File: config.mk
export PLATFORM = sky130hd
export DESIGN_NAME = logic_pod_decompression
export DESIGN_NICKNAME = d
export VERILOG_FILES = /design/src/rtl/logic_pod_decompression_pkg.sv /design/src/rtl/logic_pod_decompression.sv
export SDC_FILE = /design/constraint.sdc
export NUM_CORES = 1
export LEC_CHECK = 0
export BUFFER_PORTS_ARGS = -buffer_cell sky130_fd_sc_hd__buf_2
export CAP_MARGIN = 5
export CORE_AREA = 3 3 126 98
export DETAILED_ROUTE_END_ITERATION = 12
export DIE_AREA = 0 0 129 101
export PLACE_DENSITY_LB_ADDON = 0.1
export SETUP_SLACK_MARGIN = 0.02
export SYNTH_ARGS = -nofsm -noshare
export SYNTH_HDL_FRONTEND = slang
export SYNTH_SLANG_ARGS = --single-unit
File: constraint.sdc
create_clock -name clk -period 3 [get_ports clk]
set_input_delay 0.15 -clock clk [delete_from_list [all_inputs] [get_ports clk]]
set_output_delay 0.15 -clock clk [all_outputs]
set_load 0.02 [all_outputs]
File: src/rtl/logic_pod_decompression_pkg.sv
// logic_pod_decompression_pkg: compressed pod word encoding shared by compressor and decoder
package logic_pod_decompression_pkg;
    localparam logic LA_FMT_LITERAL = 1'b0;
    localparam logic LA_FMT_RUN = 1'b1;
    localparam int LA_RUN_LEN_BITS = 15;
    typedef struct packed {
        logic        format;
        logic [15:0] data;
    } la_comp_word_t;
    typedef enum logic {IDLE = 1'b0, RUN = 1'b1} pod_state_e;
endpackage

File: src/rtl/logic_pod_decompression.sv
// logic_pod_decompression: expands literal/run compressed words into 16-sample blocks with a block index
module logic_pod_decompression
    import logic_pod_decompression_pkg::*;
#(
    parameter int RUN_LEN_BITS = LA_RUN_LEN_BITS,
    parameter int IDX_WIDTH = 48
) (
    input  logic                 clk,
    input  logic                 rst,
    input  logic                 in_valid,
    output logic                 in_ready,
    input  logic                 in_format,
    input  logic [15:0]          in_data,
    output logic                 out_valid,
    input  logic                 out_ready,
    output logic [15:0]          out_data,
    output logic                 out_is_run,
    output logic [IDX_WIDTH-1:0] out_block_idx
);
    pod_state_e state_q, state_d;
    logic run_level_q, run_level_d;
    logic [RUN_LEN_BITS-1:0] run_rem_q, run_rem_d;
    logic out_valid_q, out_valid_d;
    logic [15:0] out_data_q, out_data_d;
    logic out_is_run_q, out_is_run_d;
    logic [IDX_WIDTH-1:0] idx_q, idx_d;
    logic advance;
    la_comp_word_t word;

    assign word = '{format: in_format, data: in_data};

    always_ff @(posedge clk) begin
        if (rst) begin
            state_q <= IDLE;
            run_level_q <= 1'b0;
            run_rem_q <= '0;
            out_valid_q <= 1'b0;
            out_data_q <= '0;
            out_is_run_q <= 1'b0;
            idx_q <= '0;
        end else begin
            state_q <= state_d;
            run_level_q <= run_level_d;
            run_rem_q <= run_rem_d;
            out_valid_q <= out_valid_d;
            out_data_q <= out_data_d;
            out_is_run_q <= out_is_run_d;
            idx_q <= idx_d;
        end
    end

    // The first block of a run word is emitted on acceptance, so RUN only covers the remainder.
    always_comb begin
        state_d = state_q;
        run_level_d = run_level_q;
        run_rem_d = run_rem_q;
        out_valid_d = out_valid_q;
        out_data_d = out_data_q;
        out_is_run_d = out_is_run_q;
        if (advance) begin
            if (state_q == RUN) begin
                out_valid_d = 1'b1;
                out_data_d = {16{run_level_q}};
                out_is_run_d = 1'b1;
                state_d = (run_rem_q == '0) ? IDLE : RUN;
                run_rem_d = (run_rem_q == '0) ? '0 : run_rem_q - RUN_LEN_BITS'(1);
            end else if (in_valid) begin
                out_valid_d = 1'b1;
                out_is_run_d = word.format == LA_FMT_RUN;
                out_data_d = out_is_run_d ? {16{word.data[15]}} : word.data;
                if (out_is_run_d && word.data[RUN_LEN_BITS-1:0] != '0) begin
                    state_d = RUN;
                    run_level_d = word.data[15];
                    run_rem_d = word.data[RUN_LEN_BITS-1:0] - RUN_LEN_BITS'(1);
                end
            end else begin
                out_valid_d = 1'b0;
            end
        end
        idx_d = (out_valid_q && out_ready) ? idx_q + IDX_WIDTH'(1) : idx_q;
    end

    always_comb begin
        advance = !out_valid_q || out_ready;
        in_ready = advance && state_q == IDLE && !rst;
        out_valid = out_valid_q;
        out_data = out_data_q;
        out_is_run = out_is_run_q;
        out_block_idx = idx_q;
    end
endmodule
==> flow_metrics.env, run 1 <==
export IMPL_synth_top_area_frac=0.4050
export IMPL_min_delay_path_depth=2
export IMPL_setup_tns_final_ns=0
export IMPL_r2r_cells=8
export IMPL_drive_gt1_frac=0.2016
export IMPL_r2r_slack_ns=0.68
export IMPL_htreeDepth=3
export IMPL_dpl_hpwl_um=7831
export IMPL_numCtsBuffers=9
export IMPL_cts_max_path_buffers=2
export IMPL_via_count=3943
export IMPL_timing_final_ws_setup_ns=0.6770
export IMPL_yosysSeqAreaShare=0.4050
export IMPL_wl_um=10940
export IMPL_start_kind="flop"
export IMPL_core_um2=11320
export IMPL_vdd_drop_max_mv=0.2518
export IMPL_antenna_found_initial=0
export IMPL_outcome="finished, final reports clean"
export IMPL_min_period_over_period=0.7743
export IMPL_clock_skew_ns=0.006906
export IMPL_netlist_area_um2=4103
export IMPL_die_h_um=101
export IMPL_cts_tree="built"
export IMPL_endpoint_kind="flop"
export IMPL_synth_largest_area_cell="dfxtp_1"
export IMPL_hp_class="primary input to flop"
export IMPL_ys_types=46
export IMPL_die_w_um=129
export IMPL_ios=88
export IMPL_grt_max_degree=36
export IMPL_rsz0062_at_grt="no"
export IMPL_die_area_um2=13030
export IMPL_ant_nets=0
export IMPL_drcViolationCount=0
export IMPL_ctsHoldBuffers=0
export IMPL_synth_cells=523
export IMPL_post_cts_resized=0
export IMPL_finalWeightedCongestion=0.8728
export IMPL_path_cells="inv_1, ha_1, nor3b_1, and2_1, nand3_1, and4_1, o21ai_0, a21oi_1"
export IMPL_regArea_um2=1662
export IMPL_place_ws_ns=0.6929
export IMPL_worstMarginPinSlew_ns=0.7194
export IMPL_synth_net_count=547
export IMPL_clk_latency_ns=0.34
export IMPL_cp_slowest_cell="nor3b_1"
export IMPL_p_per_area_nw_per_um2=552.3
export IMPL_synth_avg_cell_area_um2=7.845
export IMPL_ys_warn_count=0
export IMPL_first_pass_iters=4
export IMPL_avgRoutedWirePerCell_um=14.51
export IMPL_slew_viol_final=0
export IMPL_nFillCells=1184
export IMPL_clkTransAtPathRegs_ns=0.06
export IMPL_port_buffers=87
export IMPL_crit_type="flop to flop"
export IMPL_final_cell_mix="87 x buf_2, 86 x nor2_1, 83 x dfxtp_1, 48 x a21oi_1, 36 x nor3_1"
export IMPL_routed_via_density=5.229
export IMPL_timing_hold_ws_ns=0.08511
export IMPL_fin_util=0.4413
export IMPL_ys_ff_latch=83
export IMPL_dpl_instance_area_um2=4692
export IMPL_slew_headroom=0.5204
export IMPL_max_cap_violations=0
export IMPL_leakage_nw=2.018
export IMPL_numClockSinks=83
export IMPL_critPathMaxFanout=8
export IMPL_start_util=0.3626
export IMPL_overflow=0
export IMPL_fmax_mhz=430.5
export IMPL_post_cts_buffers=0
export IMPL_finalCriticalPeriod_ns=2.323
export IMPL_synthTopCellsByArea="dfxtp_1 41%, nor2_1 7.9%, xor2_1 6.2%"
export IMPL_synthToLayoutAreaGrowth_pct=21.71
export IMPL_final_common_cell="buf_2"
export IMPL_grt_pass1_wl_um=18040
export IMPL_detail_route_iter0_violations=250
export IMPL_setup_viol=0
export IMPL_multi_input_area_um2=2298
export IMPL_hold_viol=0
export IMPL_cp_required_ns=3.19
export IMPL_cts_root_buf="clkbuf_16"
export IMPL_slowest_delay_ns=0.48
export IMPL_num_nets_final=630
export IMPL_fin_area_um2=4994
export IMPL_grt_pass1_vias=3592
export IMPL_diodes=0
export IMPL_row_count=34
export IMPL_critical_path_arrival_ns=2.51
export IMPL_grt_usage=0.1708
[area by class of cell]
cell class                 instances  area share
timing repair buffer              97      0.1022
clock inverter                     4    0.009772
inverter                          11    0.008269
multi-input combinational        404      0.4603
clock buffer                      11     0.05061
tap                              144     0.03608
sequential                        83      0.3327
[synth_stat cells, drive strengths merged]
cell type	n
a32oi	1
or3	14
nor4	5
or4	1
and2	3
a2111oi	1
nand4	15
buf	2
o21ai	31
and4	6
o211ai	2
ha	3
inv	11
nor3b	2
and4bb	1
nor2b	5
o22ai	4
nor3	36
and3	12
nand4b	1
a22o	1
a21oi	48
a21boi	1
nor2	86
xor2	29
nand2	35
a311oi	1
nand2b	2
o311ai	1
dfxtp	83
xnor2	17
nand3	25
a22oi	1
a31oi	3
clkbuf	23
a211oi	5
nand3b	1
mux2i	1
o21ba	1
or2b	1
o32ai	2
[worst max-delay path, delay by kind of cell, from the launching register on]
family                   cells  cell delay (ns)
buffers and inverters        1             0.11
adder cells (fa/ha/maj)      1             0.37
flip-flops                   1             0.34
AO/OA/AOI/OAI                2             0.22
AND/OR/NAND/NOR              4             1.14
[cells by family after synthesis]
| group | count (synthesis) | synth area share |
|---|---|---|
| fa+ha+maj | 3 | 0.009150 |
| simple gates | 251 | 0.3019 |
| compound gates | 103 | 0.1485 |
| mux | 1 | 0.002440 |
| buf+inv | 36 | 0.03477 |
| flops | 83 | 0.4050 |
| xor+xnor | 46 | 0.09820 |
[path summary, 6_finish.rpt]
kind	start	to
min	in_valid	out_is_run$_SDFFE_PP0P_
max	run_rem_q[0]$_SDFFE_PP0P_	run_rem_q[3]$_SDFFE_PP0P_
max reg2reg	run_rem_q[0]$_SDFFE_PP0P_	run_rem_q[3]$_SDFFE_PP0P_
min reg2reg	run_level_q$_SDFFE_PP0P_	run_level_q$_SDFFE_PP0P_
[flip-flops by register name, indices dropped and copies added (netlist names)]
| signal | cells |
|---|---|
| run_level_q | 1 |
| run_rem_q | 15 |
| out_data | 16 |
| out_block_idx | 48 |
| state_q | 1 |
| out_is_run | 1 |
| out_valid | 1 |
[per-layer routing]
metal	routed length (um)	track usage	share of wire
met5	0	0	0
met4	149	0.05246	0.014
met3	533	0.03814	0.049
met2	4783	0.2540	0.44
met1	5474	0.2457	0.50
[report_power, final]
| part | total [mW] | internal [mW] | switching [mW] | leakage [nW] |
|---|---|---|---|---|
| logic | 0.455 | 0.155 | 0.299 | 1.19 |
| clock network | 1.12 | 0.685 | 0.432 | 0.152 |
| registers | 1.19 | 1.15 | 0.0347 | 0.676 |
[stage by stage]
step / total power [mW] / cells
after floorplan: 1.511 / 523
after global placement: 1.658 / 739
after detailed placement: 1.663 / 739
after CTS: 2.802 / 754
after global routing: 2.910 / 754
final: 2.758 / 754
(Power assumes the default switching activity.)
==> inputs of run 2 (changes only) <==
ABC_AREA = 1   (was unset)
CORE_AREA = 3 3 138 107   (was 3 3 126 98)
DIE_AREA = 0 0 141 110   (was 0 0 129 101)
clock period = 2.05 ns   (was 3 ns; I/O delays follow)
==> run 2 against run 1 <==
Against the previous run: combinational power rose by 45%; clock skew about the same; largest power group is now clock; die area grew 19%.
==> flow_metrics.env, run 2 <==
export IMPL_outcome="finished, final reports clean"
export IMPL_place_inst=1060
export IMPL_rsz0062_at_grt="no"
export IMPL_synth_largest_area_cell="dfxtp_1"
export IMPL_synth_net_count=829
export IMPL_first_pass_iters=5
export IMPL_timing_hold_ws_ns=0.05212
export IMPL_die_w_um=141
export IMPL_hold_viol=0
export IMPL_setup_viol=0
export IMPL_min_period_over_period=0.8876
export IMPL_p_per_area_nw_per_um2=734.9
export IMPL_core_um2=13560
export IMPL_finalWeightedCongestion=0.9041
export IMPL_slew_viol_final=0
export IMPL_post_cts_resized=0
export IMPL_stdcell_count=1076
export IMPL_yosysMostFrequentCell="nand2_1"
export IMPL_slowest_delay_ns=0.32
export IMPL_htreeDepth=3
export IMPL_leakage_nw=2.804
export IMPL_cts_tree="built"
export IMPL_netlist_top_cells_count="202 x nand2_1, 159 x nor2_1, 99 x inv_1"
export IMPL_path_cells="inv_1, ha_1, nand3_1, nor2_2, nand3b_1, o21ai_0, a21oi_1"
export IMPL_fmax_mhz=549.6
export IMPL_num_nets_final=920
export IMPL_synth_edf_count=0
export IMPL_finalCriticalPeriod_ns=1.820
export IMPL_drcViolationCount=0
export IMPL_start_util=0.3644
export IMPL_cts_max_path_buffers=2
export IMPL_synth_top_area_frac=0.3361
export IMPL_vdd_drop_max_mv=0.4837
export IMPL_die_h_um=110
export IMPL_hp_start="in_data[10]"
export IMPL_async_flop_share=0
export IMPL_final_cell_mix="202 x nand2_1, 159 x nor2_1, 99 x inv_1, 87 x buf_2, 83 x dfxtp_1"
export IMPL_grt_pass1_wl_um=24290
export IMPL_grt_pass1_vias=4678
export IMPL_routed_via_density=4.938
export IMPL_row_count=37
export IMPL_reg2reg_from="run_rem_q[0]$_SDFFE_PP0P_"
export IMPL_die_area_um2=15510
export IMPL_numClockSinks=83
export IMPL_via_count=5313
export IMPL_crit_path_start="run_rem_q[0]$_SDFFE_PP0P_"
export IMPL_critical_path_arrival_ns=2.04
export IMPL_avgRoutedWirePerCell_um=13.96
export IMPL_numCtsBuffers=9
export IMPL_ys_ff_latch=83
export IMPL_post_cts_buffers=0
export IMPL_ios=88
export IMPL_synth_avg_cell_area_um2=6.141
export IMPL_diodes=0
export IMPL_path_buf_inv=1
export IMPL_cts_root_buf="clkbuf_16"
export IMPL_synthToLayoutAreaGrowth_pct=20.45
export IMPL_netlist_area_um2=4943
export IMPL_clk_latency_ns=0.35
export IMPL_clock_skew_ns=0.007318
export IMPL_hp_class="primary input to flop"
export IMPL_crit_type="flop to flop"
export IMPL_clkTransAtPathRegs_ns=0.06
export IMPL_cp_slowest_cell="nor2_2"
export IMPL_wl_um=15020
export IMPL_overflow=0
export IMPL_slew_headroom=0.3598
export IMPL_largest_reg_flops=48
export IMPL_max_cap_violations=0
export IMPL_synth_cells=805
export IMPL_setup_tns_final_ns=0
export IMPL_antenna_found_initial=0
export IMPL_synthTopCellsByArea="dfxtp_1 34%, nand2_1 15%, nor2_1 12%"
export IMPL_worstMarginPinSlew_ns=0.9567
export IMPL_cp_top_family="simple AND/OR/NAND/NOR gates"
export IMPL_finalPower_mw=4.376
export IMPL_detail_route_iter0_violations=392
export IMPL_critPathMaxFanout=8
export IMPL_final_common_cell="nand2_1"
export IMPL_ys_types=34
export IMPL_cp_required_ns=2.27
export IMPL_grt_max_degree=41
export IMPL_yosysSeqAreaShare=0.3361
export IMPL_ctsHoldBuffers=0
export IMPL_dpl_hpwl_um=11550
export IMPL_ys_warn_count=0
export IMPL_grt_usage=0.1972
export IMPL_endpoint_kind="flop"
export IMPL_synth_top_flop_cell="dfxtp_1"
export IMPL_port_buffers=87
export IMPL_ant_nets=0
export IMPL_start_kind="flop"
export IMPL_drive_gt1_frac=0.1654
==> run 2: per-stage QoR <==
step | utilization | cell area (um2) | worst slack, ns
after floorplan | - | 4943 | 0.4087
after global placement | 0.4123 | 5593 | 0.2895
after detailed placement | 0.4123 | 5593 | 0.2758
after CTS | 0.4390 | 5954 | 0.2556
after global routing | 0.4390 | 5954 | 0.05357
final | 0.4390 | 5954 | 0.2304
==> run 2: worst register-to-register path: stages, from the launching register on <==
cell	delay (ns)
dfxtp_1	0.30
inv_1	0.10
ha_1	0.22
nand3_1	0.14
nor2_2	0.32
nand3b_1	0.16
o21ai_0	0.32
a21oi_1	0.12
==> run 2: logic make-up (layout without fill, tap and decap cells) <==
logic type | after synthesis | count (layout) | share of synthesized area
and+or+nand+nor | 478 | 478 | 0.4201
buffers and inverters | 122 | 218 | 0.09744
AOI/OAI and AO/OA | 105 | 105 | 0.1139
DFF | 83 | 83 | 0.3361
xor gates and xnor gates | 14 | 14 | 0.02480
adders and majority gates | 3 | 3 | 0.007594
==> run 2: report_power, final <==
part / switching [mW] / leakage (nW) / internal, mW
combinational: 0.444 / 1.95 / 0.218
clock: 0.685 / 0.179 / 1.29
sequential: 0.0520 / 0.677 / 1.69
==> run 2: final cells by class <==
class / count / area [um2]
fill: 1467 / 7610
multi-input combinational: 600 / 2800
sequential: 83 / 1662
timing repair buffer: 99 / 525.5
inverter: 103 / 386.6
clock buffer: 12 / 266.5
tap: 175 / 219.0
clock inverter: 4 / 95.09
==> run 2: worst paths after layout <==
check / cells past startpoint / to / slack, ns
setup / recovery: 7 / state_q$_SDFFE_PP0N_ / 0.23
hold / removal: 3 / out_data[10]$_SDFFE_PP0P_ / 0.05
setup reg to reg: 7 / state_q$_SDFFE_PP0N_ / 0.23
hold reg to reg: 2 / run_level_q$_SDFFE_PP0P_ / 0.45
==> run 2: routing by layer <==
| metal | track usage | wire length (um) | share of wire |
|---|---|---|---|
| met2 | 0.2729 | 5829 | 0.39 |
| met5 | 0 | 0 | 0 |
| met4 | 0.05394 | 161 | 0.011 |
| met3 | 0.04528 | 1022 | 0.068 |
| met1 | 0.3026 | 8005 | 0.53 |
==> inputs of run 3 (changes only) <==
CAP_MARGIN = 20   (was 5)
CORE_AREA = 2 2 137 106   (was 3 3 138 107)
DIE_AREA = 0 0 139 108   (was 0 0 141 110)
clock period = 2.2 ns   (was 2.05 ns; I/O delays follow)
==> run 3 against run 2 <==
Against the previous run: final area decreased by 1.7%; clock skew increased by 0.0034 ns; wire length decreased by 0.45%; worst hold slack improved by 0.0040 ns; clock power decreased by 25%; utilization decreased by 0.59 points; worst setup slack improved by 0.15 ns; cell count decreased by 0.28%; global-route usage increased by 0.40 points; register-to-register slack improved by 0.15 ns; sequential power decreased by 7%; power decreased by 15%; largest cell class unchanged.
==> flow_metrics.env, run 3 (synthesis results as in run 2) <==
export IMPL_overflow=0
export IMPL_ctsHoldBuffers=0
export IMPL_numClockSinks=83
export IMPL_cts_max_path_buffers=2
export IMPL_diodes=0
export IMPL_final_cell_mix="202 x nand2_1, 159 x nor2_1, 99 x inv_1, 87 x buf_2, 83 x dfxtp_1"
export IMPL_routed_via_density=4.899
export IMPL_core_um2=13520
export IMPL_hp_class="primary input to flop"
export IMPL_clkTransAtPathRegs_ns=0.07
export IMPL_ios=88
export IMPL_p_per_area_nw_per_um2=633.1
export IMPL_antenna_found_initial=0
export IMPL_min_period_over_period=0.8260
export IMPL_finalWeightedCongestion=0.8363
export IMPL_setup_tns_final_ns=0
export IMPL_clock_skew_ns=0.01067
export IMPL_ant_nets=0
export IMPL_critPathMaxFanout=6
export IMPL_largest_reg_flops=48
export IMPL_grt_max_degree=43
export IMPL_endpoint_kind="flop"
export IMPL_crit_type="flop to flop"
export IMPL_htreeDepth=3
export IMPL_drive_gt1_frac=0.1626
export IMPL_num_nets_final=917
export IMPL_leakage_nw=2.743
export IMPL_die_area_um2=15010
export IMPL_fin_area_um2=5854
export IMPL_row_count=37
export IMPL_via_count=5257
export IMPL_detail_route_iter0_violations=366
export IMPL_fmax_mhz=550.3
export IMPL_cts_root_buf="clkbuf_16"
export IMPL_die_w_um=139
export IMPL_post_cts_resized=0
export IMPL_first_pass_iters=5
export IMPL_slew_headroom=0.5747
export IMPL_critical_path_arrival_ns=2.05
export IMPL_grt_usage=0.2012
export IMPL_numCtsBuffers=9
export IMPL_finalPower_mw=3.707
export IMPL_start_util=0.3657
export IMPL_rsz0062_at_grt="no"
export IMPL_cp_required_ns=2.44
export IMPL_grt_pass1_wl_um=24430
export IMPL_setup_viol=0
export IMPL_grt_pass1_vias=4750
export IMPL_post_cts_buffers=0
export IMPL_outcome="finished, final reports clean"
export IMPL_r2r_slack_ns=0.38
export IMPL_slew_viol_final=0
export IMPL_avgRoutedWirePerCell_um=13.93
export IMPL_worstMarginPinSlew_ns=0.6357
export IMPL_max_cap_violations=0
export IMPL_clk_latency_ns=0.35
export IMPL_vdd_drop_max_mv=0.3892
export IMPL_die_h_um=108
export IMPL_hold_viol=0
export IMPL_synthToLayoutAreaGrowth_pct=18.43
export IMPL_wl_um=14950
export IMPL_final_common_cell="nand2_1"
export IMPL_finalCriticalPeriod_ns=1.817
export IMPL_drcViolationCount=0
export IMPL_dpl_hpwl_um=11580
export IMPL_cts_tree="built"
export IMPL_port_buffers=87
export IMPL_start_kind="flop"
export IMPL_dpl_instance_area_um2=5570
==> run 3: stage by stage <==
| step | hold WS, ns | std cells | util | setup WS [ns] |
|---|---|---|---|---|
| 6_report | 0.05611 | 1073 | 0.4331 | 0.3829 |
| 5_1_grt | 0.08368 | 1073 | 0.4331 | 0.1791 |
| 4_1_cts | 0.04329 | 1073 | 0.4331 | 0.3904 |
| 3_5_place_dp | 0.4111 | 1057 | 0.4121 | 0.4013 |
| 3_3_place_gp | 0.4081 | 1057 | 0.4121 | 0.4244 |
| 2_1_floorplan | 0.1861 | 805 | - | 0.5587 |
==> run 3: worst max-delay path, stage by stage, from the launching register on <==
cell and delay [ns]:
dfxtp_1 0.46, nand2_2 0.15, nor2_4 0.22, nand4_1 0.21
nor2_2 0.30, nand3_1 0.15, o21ai_0 0.16, nor2_1 0.05
==> run 3: area by class of cell <==
class,instances,area [um2]
fill,1457,7664
timing repair buffer,96,503.0
inverter,103,386.6
sequential,83,1662
clock inverter,7,58.81
multi-input combinational,600,2800
tap,175,219.0
clock buffer,9,225.2
==> run 3: final timing paths <==
check,startpoint,cells after the start,to
min,in_data[14],3,out_data[14]$_SDFFE_PP0P_
min reg2reg,run_level_q$_SDFFE_PP0P_,2,run_level_q$_SDFFE_PP0P_
max,out_valid$_SDFFE_PP0N_,7,out_block_idx[41]$_SDFFE_PP0P_
max reg2reg,out_valid$_SDFFE_PP0N_,7,out_block_idx[41]$_SDFFE_PP0P_
==> run 3: per-layer routing <==
layer,global-route usage,up-vias,wire (um)
li1,-,2732,-
met1,0.3155,2372,8285
met2,0.2833,141,5799
met3,0.03809,12,749
met4,0.04040,0,116
met5,0,-,0
==> run 3: power by group <==
group | switching [mW] | internal [mW]
Sequential | 0.0501 | 1.57
Combinational | 0.411 | 0.199
Clock | 0.690 | 0.784
